[src/rtl/conv_tx_arbiter.sv]
// Arbitrates two word requesters onto one 32-to-8 serialiser. Sticky ownership is capped
// by a burst limit, and the converter is driven with enable, width code and byte index.
module conv_tx_arbiter #(
    parameter int MAX_BURST = 4
) (
    input  logic        CLK,
    input  logic        RESET_L,
    input  logic        REQ0_VALID,
    input  logic [31:0] REQ0_DATA,
    input  logic [1:0]  REQ0_PCLK,
    input  logic        REQ1_VALID,
    input  logic [31:0] REQ1_DATA,
    input  logic [1:0]  REQ1_PCLK,
    output logic        REQ0_READY,
    output logic        REQ1_READY,
    output logic [31:0] CONV_IN_DATA,
    output logic [1:0]  CONV_PCLK,
    output logic        CONV_ENB,
    output logic [1:0]  CONV_BIT,
    output logic        GRANT,
    output logic        BUSY,
    output logic        ERR
);
    localparam logic [3:0] BURST_LIM = 4'(MAX_BURST);

    typedef enum logic {IDLE = 1'b0, SEND = 1'b1} state_t;

    state_t      state, state_next;
    logic [3:0]  burst_cnt;
    logic [1:0]  last_bit;
    logic        arb_point;
    logic        owner_valid, other_valid;
    logic        win_any, win_sel, accept;
    logic [31:0] win_data;
    logic [1:0]  win_pclk;

    always_comb begin
        case (CONV_PCLK)
            2'b00:   last_bit = 2'd3;
            2'b01:   last_bit = 2'd1;
            default: last_bit = 2'd0;
        endcase
    end

    // State register together with the registered converter-side outputs
    always_ff @(posedge CLK or negedge RESET_L) begin
        if (!RESET_L) begin
            state        <= IDLE;
            CONV_IN_DATA <= 32'd0;
            CONV_PCLK    <= 2'd0;
            CONV_ENB     <= 1'b0;
            CONV_BIT     <= 2'd0;
            GRANT        <= 1'b0;
            BUSY         <= 1'b0;
            ERR          <= 1'b0;
            burst_cnt    <= 4'd0;
        end else begin
            state    <= state_next;
            CONV_ENB <= (state_next == SEND);
            BUSY     <= (state_next == SEND);
            ERR      <= accept && (win_pclk == 2'b11);
            if (accept) begin
                CONV_IN_DATA <= win_data;
                CONV_PCLK    <= win_pclk;
                GRANT        <= win_sel;
                CONV_BIT     <= 2'd0;
                if (win_sel != GRANT)
                    burst_cnt <= 4'd1;
                else if (burst_cnt != 4'hF)
                    burst_cnt <= burst_cnt + 4'd1;
            end else if (state == SEND && !arb_point) begin
                CONV_BIT <= CONV_BIT + 2'd1;
            end else begin
                CONV_BIT  <= 2'd0;
                burst_cnt <= 4'd0;
            end
        end
    end

    always_comb begin
        win_pclk   = win_sel ? REQ1_PCLK : REQ0_PCLK;
        win_data   = win_sel ? REQ1_DATA : REQ0_DATA;
        state_next = state;
        if (accept)
            state_next = (win_pclk == 2'b11) ? IDLE : SEND;
        else if (state == SEND && arb_point)
            state_next = IDLE;
    end

    // Reserved codes are accepted in IDLE so they still consume a burst slot
    always_comb begin
        arb_point   = (state == IDLE) || (CONV_BIT == last_bit);
        owner_valid = GRANT ? REQ1_VALID : REQ0_VALID;
        other_valid = GRANT ? REQ0_VALID : REQ1_VALID;
        win_any     = 1'b0;
        win_sel     = GRANT;
        if (owner_valid && (burst_cnt < BURST_LIM)) begin
            win_any = 1'b1;
        end else if (other_valid) begin
            win_any = 1'b1;
            win_sel = ~GRANT;
        end else if (owner_valid) begin
            win_any = 1'b1;
        end
        accept     = RESET_L && arb_point && win_any;
        REQ0_READY = accept && !win_sel;
        REQ1_READY = accept && win_sel;
    end
endmodule

[config.mk]
export PLATFORM = sky130hd
export DESIGN_NAME = conv_tx_arbiter
export DESIGN_NICKNAME = d
export VERILOG_FILES = /design/src/rtl/conv_tx_arbiter.sv
export SDC_FILE = /design/constraint.sdc
export NUM_CORES = 1
export LEC_CHECK = 0
export CORE_ASPECT_RATIO = 1.75
export CORE_MARGIN = 1.5
export CORE_UTILIZATION = 51
export CTS_CLUSTER_SIZE = 30
export DETAILED_ROUTE_END_ITERATION = 7
export PLACE_DENSITY = 0.95
export SLEW_MARGIN = 10
export SYNTH_ARGS = -nofsm -noshare
export SYNTH_HDL_FRONTEND = slang
export SYNTH_SLANG_ARGS = --single-unit
[constraint.sdc]
create_clock -name CLK -period 4.4 [get_ports CLK]
set_input_delay 0.66 -clock CLK [delete_from_list [all_inputs] [get_ports CLK]]
set_output_delay 0.66 -clock CLK [all_outputs]
set_load 0.02 [all_outputs]
==> flow_summary.json, run 1 <==
{
  "cp_cell_sequence": "xnor2_1, o311ai_4, buf_4, and2_4, nor2b_1, clkdlybuf4s50_1",
  "cts_root_buffer": "clkbuf_16",
  "die_y_um": 112,
  "post-route-period-util": 0.838,
  "holdBufCountCts": 0,
  "instances_no_fill": 510,
  "avgSynthCellArea_sq_um": 10.5,
  "grt_pass1_vias": 3289,
  "antenna_found_initial": 0,
  "fill_cells": 446,
  "coreArea_sq_um": 6540,
  "p_switching_uw": 1300,
  "crit_path_end": "REQ0_READY",
  "postCtsSetupBuffers": 0,
  "setup_viol": 0,
  "post-route-drc-count": 0,
  "endpoint_kind": "primary output",
  "p_seq_frac": 0.235,
  "clkSlewWorstSetupHoldPaths_ns": 0.07,
  "syn_area_sq_um": 3470,
  "wirelength_mm": 10.1,
  "drv_slew": 0,
  "finalHoldViolCount": 0,
  "yosys_most_used_dff": "dfrtp_1",
  "h-tree-depth": 2,
  "dp.cells": 502,
  "routedWlPerCell_um": 19.7,
  "post_cts_resized": 0,
  "p_leak_uw": 0.00184,
  "die_w_um": 65.4,
  "synth-edff-count": 0,
  "critical-path-top-delay-family": "buffers and inverters",
  "grtUsageTotal": 0.278,
  "slew_headroom": 0.362,
  "ant_nets": 0,
  "clock_latency_ns": 0.29,
  "cp.arrival_ns": 3.03,
  "r2r-end": "GRANT",
  "vias": 3163,
  "fin_setup_tns_ns": 0,
  "min_path_type": "input port to async pin",
  "synth_warnings": 0,
  "cp_slowest_stage_delay_ns": 0.79,
  "dieArea_sq_um": 7330,
  "outcome": "finished, final reports clean",
  "synth_cells": 330,
  "slowest_stage": "o311ai_4",
  "yosysSeqAreaShare": 0.310,
  "pin_count": 114,
  "worstSetupStartpointType": "flop",
  "worst_pin_slew_ns": 0.955,
  "gr-total-overflow": 0,
  "drtPass1Iterations": 4,
  "syn_nets": 403,
  "share_comb_of_total_power": 0.609,
  "diodes": 0,
  "cts_buffers": 5,
  "layout-drive-gt1-share": 0.210,
  "path_class": "flop to primary output",
  "grt_pass1_wl_mm": 16.0,
  "reg2reg_slack_ns": 1.18,
  "numPortBuffers": 113,
  "min_period_ns": 3.69,
  "via_per_inst": 6.20,
  "synth_seq_cells": 43,
  "powerDensity_nw_per_um2": 650,
  "drt_iter0_markers": 233,
  "synth.distinct_cells": 40,
  "rows": 39,
  "r2r_cells": 6,
  "cts_sinks": 43,
  "pwr-share-clk": 0.155,
  "grt_max_degree": 46,
  "synthArstFlopShare": 1.00,
  "cp_num_cells": 6,
  "r2r_start": "CONV_BIT[1]",
  "crit_buf_inv": 2,
  "required_ns": 3.74,
  "cp_max_fo": 25,
  "max_freq_mhz": 271,
  "initial_core_util": 0.531,
  "final_cell_mix": "112 x clkdlybuf4s50_1, 74 x nand2_1, 43 x dfrtp_1",
  "area_growth_pct": 37.8,
  "globalplace.congestion": 0.910,
  "max-vdd-ir-drop_v": 0.000327,
  "hpwlAfterDp_mm": 7.03,
  "final_common_cell": "clkdlybuf4s50_1",
  "switching_share": 0.417,
  "p_int_uw": 1810,
  "drv_cap": 0,
  "fin_skew_ns": 0.00751,
  "fin_nets": 500,
  "critical_path.startpoint": "CONV_BIT[1]",
  "cts_tree": "done",
  "max-clock-path-buffers": 2,
  "rsz0062_at_grt": "no"
}
-- area by class of cell --
cell class / count / area (sq um) / share of cell area
Sequential cell: 43 / 1080 / 0.225
Inverter: 1 / 3.75 / 0.000785
Multi-Input combinational cell: 253 / 2210 / 0.462
Clock inverter: 2 / 60.1 / 0.0126
Tap cell: 82 / 103 / 0.0214
Timing Repair Buffer: 123 / 1200 / 0.251
Clock buffer: 6 / 129 / 0.0269
-- cells by family after synthesis --
kind of cell / count (synthesis) / share of synthesized area
compound gates: 121 / 0.351
simple gates: 91 / 0.111
flops: 43 / 0.310
mux: 37 / 0.152
buf+inv: 34 / 0.0591
xor+xnor: 3 / 0.0130
fa+ha+maj: 1 / 0.00360
-- state kept, by name, summed over array words and instances, names as in the netlist --
register      cells
CONV_IN_DATA     32
burst_cnt         4
CONV_BIT          2
CONV_PCLK         2
ERR               1
GRANT             1
state             1
-- routing by layer --
metal / up-vias / global-route usage / part of all wire
met2: 143 / 0.513 / 0.55
met4: 0 / 0.154 / 0.048
met1: 1571 / 0.296 / 0.35
met5: - / 0 / 0
li1: 1412 / - / -
met3: 37 / 0.0331 / 0.049
-- cell usage after synthesis (all sizes together), types with 2 or more instances --
master | number | area, sq um
buf | 23 | 163
nor2b | 2 | 12.5
clkbuf | 10 | 38.8
o21ai | 4 | 20.0
dfrtp | 43 | 1080
a21oi | 39 | 195
a22oi | 34 | 255
mux2 | 36 | 518
nor2 | 7 | 38.8
nand2 | 74 | 278
a31oi | 34 | 663
xnor2 | 3 | 45.1
and2 | 2 | 12.5
-- metrics by stage --
stage | worst slack [ns] | power (uW) | util | instance area (sq um) | hold WS (ns)
6_report | 0.714 | 3110 | 0.732 | 4780 | 0.523
5_1_grt | 0.594 | 3230 | 0.732 | 4780 | 0.567
4_1_cts | 0.771 | 3100 | 0.732 | 4780 | 0.546
3_5_place_dp | 0.933 | 2610 | 0.703 | 4590 | 0.536
3_3_place_gp | 1.00 | 2540 | 0.703 | 4590 | 0.496
2_1_floorplan | 2.03 | 2020 | - | 3470 | 0.364
-- worst reg2reg max path: cells and delay by family (launching register included) --
family / cells / cell delay, ns
AOI/OAI and AO/OA: 1 / 0.79
xor gates and xnor gates: 1 / 0.19
buffers and inverters: 2 / 1.08
DFF: 1 / 0.44
muxes: 1 / 0.41
and+or+nand+nor: 1 / 0.19
-- power by group through the flow --
stage	Clock (uW)	Combinational, uW	Sequential (uW)
after global placement	0	1820	718
after detailed placement	0	1890	727
after global routing	497	1990	744
after CTS	482	1900	726
final	483	1890	732
after floorplan	0	1120	896
-- worst min path at each step --
| stage | endpoint | slack (ns) | depth (start not counted) |
|---|---|---|---|
| global placement | CONV_BIT[0] | 0.50 | 1 |
| global route | CONV_IN_DATA[26] | 0.57 | 2 |
| finish | CONV_IN_DATA[26] | 0.52 | 2 |
| floorplan | CONV_BIT[0] | 0.36 | 0 |
| detailed placement | CONV_BIT[0] | 0.54 | 1 |
| CTS | CONV_IN_DATA[26] | 0.55 | 2 |
No activity file was read; power rests on OpenSTA's default activity.
==> run 2, diff against run 1 <==
CORE_UTILIZATION = 42   (was 51)
PLACE_DENSITY = 0.85   (was 0.95)
clock period = 3.3 ns   (was 4.4 ns; I/O delays follow)
==> run 2 against run 1 <==
  * The flow now finishes with violations (design-rule violations)
  * Cell count increased by 2.4%
  * Routed wire length fell by 4.3%
  * Non-clock buffer count grew 3
  * Register-to-register slack worse by 0.61 ns
  * Clock skew fell by 0.0047 ns
  * Critical path type unchanged
  * Largest cell class unchanged
==> flow_summary.json, run 2 (same netlist as run 1, synthesis figures left out) <==
{
  "hpwlAfterDp_mm": 6.98,
  "diodes": 0,
  "cts_tree": "done",
  "drt_iter0_markers": 229,
  "cts_root_buffer": "clkbuf_16",
  "cp.arrival_ns": 2.54,
  "drtPass1Iterations": 7,
  "endpoint_kind": "primary output",
  "holdWs_ns": 0.384,
  "die_w_um": 71.7,
  "cts_sinks": 43,
  "cp_slowest_stage_delay_ns": 0.62,
  "min_period_ns": 3.03,
  "powerDensity_nw_per_um2": 834,
  "grt_max_degree": 46,
  "violations": "design-rule violations",
  "ant_nets": 0,
  "grtUsageTotal": 0.222,
  "vias": 3045,
  "drv_slew": 0,
  "crit_path_end": "REQ0_READY",
  "final_cell_mix": "111 x clkdlybuf4s50_1, 74 x nand2_1, 43 x dfrtp_1",
  "antenna_found_initial": 0,
  "reg2reg_slack_ns": 0.57,
  "final_common_cell": "clkdlybuf4s50_1",
  "rsz0062_at_grt": "no",
  "gr-total-overflow": 0,
  "max_freq_mhz": 330,
  "via_per_inst": 5.83,
  "worst_pin_slew_ns": 0.886,
  "placed_area_sq_um": 4620,
  "clkSlewWorstSetupHoldPaths_ns": 0.06,
  "min_path_type": "input port to async pin",
  "stdcell_area_sq_um": 4780,
  "grt_pass1_wl_mm": 15.3,
  "postCtsSetupBuffers": 0,
  "coreArea_sq_um": 7960,
  "clock_latency_ns": 0.28,
  "fin_setup_tns_ns": 0,
  "post-route-drc-count": 3,
  "fill_cells": 677,
  "largest_reg_flops": 32,
  "path_class": "flop to primary output",
  "h-tree-depth": 2,
  "outcome": "finished, violations left",
  "required_ns": 2.80,
  "p_leak_uw": 0.00183,
  "post-route-period-util": 0.918,
  "initial_core_util": 0.436,
  "numPortBuffers": 113,
  "dieArea_sq_um": 8840,
  "fin_skew_ns": 0.00282,
  "post_cts_resized": 0,
  "rows": 43,
  "layout-drive-gt1-share": 0.218,
  "finalHoldViolCount": 0,
  "wirelength_mm": 9.63,
  "max-clock-path-buffers": 2,
  "seq_area_sq_um": 1080,
  "drv_cap": 0,
  "routedWlPerCell_um": 18.4,
  "cp_cell_sequence": "xnor2_1, o311ai_4, and2_4, nor2b_1, clkdlybuf4s50_1",
  "pin_count": 114,
  "fin_nets": 504,
  "slowest_stage": "clkdlybuf4s50_1",
  "max-vdd-ir-drop_v": 0.000459,
  "r2r_cells": 5,
  "critical_path.startpoint": "CONV_BIT[1]",
  "grt_pass1_vias": 3174,
  "regMostFlops": "CONV_IN_DATA",
  "r2r-end": "GRANT",
  "holdBufCountCts": 0,
  "worstSetupStartpointType": "flop",
  "reg_top3": "CONV_IN_DATA (32), burst_cnt (4)",
  "r2r_start": "CONV_BIT[1]",
  "cp_max_fo": 12,
  "slew_headroom": 0.409,
  "cts_buffers": 5,
  "setup_viol": 0,
  "multiInputGateArea_sq_um": 2230,
  "die_y_um": 123,
  "area_growth_pct": 37.5,
  "globalplace.congestion": 0.804
}
-- run 2: changes by cell type in the layout (fill, tap and decap cells not counted), sizes merged --
cell	previous run	this run
clkinv	0	1
o311ai	1	2
bufinv	2	0
clkbuf	6	7
clkdlybuf4s50	112	111
buf	11	15
-- run 2: worst min path at each step --
stage / startpoint / endpoint / slack (ns) / cells after the start
2_1_floorplan: RESET_L / CONV_BIT[0] / 0.20 / 0
3_3_place_gp: CONV_BIT[0] / CONV_BIT[0] / 0.50 / 1
3_5_place_dp: CONV_BIT[0] / CONV_BIT[0] / 0.51 / 1
4_1_cts: RESET_L / CONV_IN_DATA[4] / 0.39 / 2
5_1_grt: RESET_L / GRANT / 0.42 / 2
6_report: RESET_L / CONV_IN_DATA[4] / 0.38 / 2
-- run 2: per-layer routing --
metal,global-route usage,wire (um),vias up
met5,0,0,-
met4,0.120,433,0
met3,0.0293,400,27
met2,0.428,5390,103
met1,0.223,3400,1491
li1,-,-,1424
-- run 2: cell type report --
type / count / area share
Tap cell: 90 / 0.0236
Sequential cell: 43 / 0.225
Inverter: 1 / 0.000786
Clock buffer: 7 / 0.0278
Timing Repair Buffer: 126 / 0.255
Clock inverter: 1 / 0.00105
Multi-Input combinational cell: 254 / 0.466
-- run 2: power breakdown --
| part | switching [uW] | internal [uW] | total (uW) |
|---|---|---|---|
| sequential | 205 | 766 | 971 |
| combinational | 1300 | 1230 | 2540 |
| clock | 198 | 280 | 477 |
| total | 1710 | 2280 | 3980 |
-- run 2: stage by stage --
step / setup WS (ns) / utilization / instances / total power [uW]
floorplan: 1.18 / - / 330 / 2690
global placement: 0.482 / 0.580 / 513 / 3420
detailed placement: 0.439 / 0.580 / 513 / 3490
CTS: 0.124 / 0.598 / 521 / 3980
global route: 0.157 / 0.600 / 522 / 4180
finish: 0.269 / 0.600 / 522 / 3980
-- run 2: worst max-delay path, delay by kind of cell (launching register included) --
kind,cells,cell delay (ns)
AOI/OAI and AO/OA,1,0.61
xor gates and xnor gates,1,0.21
buffers and inverters,1,0.62
DFF,1,0.42
and+or+nand+nor,2,0.39
==> run 3, diff against run 2 <==
CORE_UTILIZATION = 57   (was 42)
DONT_BUFFER_PORTS = 1   (was not set)
PLACE_DENSITY = 0.75   (was 0.85)
==> run 3 against run 2 <==
  * The flow now finishes without violations
  * Clock skew is 0.0086 ns higher
  * Routed wire length is 14% lower
  * Fmax is 9.8% higher
  * Cell count is 25% lower
  * Clock power is 12% lower
  * Global-route usage is 2.5 points higher
  * Register-to-register slack better by 0.34 ns
  * First-iteration DRC count is 14% lower
  * Critical endpoint unchanged
  * Largest cell class unchanged
==> flow_summary.json, run 3 (same netlist as run 1, synthesis figures left out) <==
{
  "outcome": "finished, final reports clean",
  "rows": 37,
  "max-clock-path-buffers": 2,
  "finalHoldViolCount": 0,
  "min_path_type": "input port to async pin",
  "r2r_cells": 5,
  "r2r_start": "CONV_PCLK[1]",
  "rsz0062_at_grt": "no",
  "diodes": 0,
  "drtPass1Iterations": 5,
  "cts_sinks": 43,
  "fin_skew_ns": 0.0114,
  "globalplace.congestion": 0.775,
  "fin_nets": 385,
  "initial_core_util": 0.591,
  "area_growth_pct": 3.50,
  "grt_pass1_wl_mm": 12.4,
  "clock_latency_ns": 0.30,
  "grt_pass1_vias": 2560,
  "p_leak_uw": 0.00136,
  "cp.arrival_ns": 2.26,
  "wirelength_mm": 8.30,
  "post-route-drc-count": 0,
  "vias": 2610,
  "powerDensity_nw_per_um2": 930,
  "final_cell_mix": "74 x nand2_1, 43 x dfrtp_1, 39 x a21oi_1",
  "routedWlPerCell_um": 21.2,
  "drv_cap": 0,
  "drt_iter0_markers": 197,
  "slowest_stage": "dfrtp_1",
  "r2r-end": "CONV_IN_DATA[0]",
  "worstSetupStartpointType": "flop",
  "hpwlAfterDp_mm": 5.43,
  "cts_buffers": 5,
  "endpoint_kind": "primary output",
  "die_w_um": 62,
  "layout-drive-gt1-share": 0.281,
  "fin_setup_tns_ns": 0,
  "largest_reg_flops": 32,
  "path_class": "flop to primary output",
  "via_per_inst": 6.68,
  "grtUsageTotal": 0.247,
  "required_ns": 2.80,
  "power_uw": 3340,
  "cp_max_fo": 21,
  "cts_tree": "done",
  "dieArea_sq_um": 6590,
  "clkSlewWorstSetupHoldPaths_ns": 0.10,
  "cp_slowest_stage_delay_ns": 0.57,
  "max-vdd-ir-drop_v": 0.000437,
  "gr-total-overflow": 0,
  "antenna_found_initial": 0,
  "crit_path_end": "REQ0_READY",
  "setup_viol": 0,
  "numPortBuffers": 0,
  "pin_count": 114,
  "h-tree-depth": 2,
  "critical_path.startpoint": "CONV_PCLK[1]",
  "cp_cell_sequence": "or3b_1, o311ai_4, and2_4, nor2b_1, buf_4",
  "post_cts_resized": 0,
  "worst_pin_slew_ns": 0.824,
  "slew_headroom": 0.451,
  "max_freq_mhz": 362,
  "reg2reg_slack_ns": 0.91,
  "regMostFlops": "CONV_IN_DATA",
  "drv_slew": 0,
  "grt_max_degree": 47,
  "layout_setup_ws_ns": 0.541,
  "post-route-period-util": 0.836,
  "cts_root_buffer": "clkbuf_8",
  "die_y_um": 106,
  "min_period_ns": 2.76,
  "final_common_cell": "nand2_1",
  "ant_nets": 0,
  "dp_slack_ns": 0.850,
  "reg_top3": "CONV_IN_DATA (32), burst_cnt (4)",
  "coreArea_sq_um": 5880
}
[run 3: power by group]
part	switching [uW]	total [uW]	leakage, uW	internal, uW
Sequential	515	1280	0.000491	760
Combinational	865	1650	0.000813	782
Clock	194	420	0.0000581	226
[run 3: worst min-delay path by stage]
stage                 start               end  slack [ns]
detailed placement  RESET_L   CONV_IN_DATA[1]        0.20
CTS                 RESET_L   CONV_IN_DATA[2]        0.04
floorplan           RESET_L       CONV_BIT[0]        0.20
global placement    RESET_L   CONV_IN_DATA[1]        0.20
global route        RESET_L  CONV_IN_DATA[10]        0.04
finish              RESET_L      burst_cnt[1]        0.04
[run 3: per-stage QoR]
stage	hold slack, ns	utilization	instance area, sq um	cells
5_1_grt	0.0392	0.611	3590	391
4_1_cts	0.0377	0.611	3590	391
3_3_place_gp	0.200	0.587	3450	382
2_1_floorplan	0.199	-	3470	330
6_report	0.0389	0.611	3590	391
3_5_place_dp	0.200	0.587	3450	382
[run 3: layout make-up]
type	count	area [sq um]
fillers	486	2290
multi-input cells	253	2210
flip-flops and latches	43	1080
well taps	78	97.6
repair buffers	8	92.6
clock buffers	5	68.8
clock inverters	3	43.8
inverters	1	3.75
[run 3: timing repair]
item                                   4_1_cts  5_1_grt
hold buffers                                 1        0
endpoints found under the hold margin       43        0
setup buffers                                0        0
[run 3: per-layer routing]
layer	routed length (um)	GRT usage
met5	0	0
met2	4560	0.433
met3	715	0.0766
met4	103	0.0805
met1	2920	0.267
[run 3: critical path: cells and delay by family, from the launching register on]
kind | cells | cell delay, ns
and+or+nand+nor | 3 | 1.13
DFF | 1 | 0.57
buffers and inverters | 1 | 0.16
AOI/OAI and AO/OA | 1 | 0.11
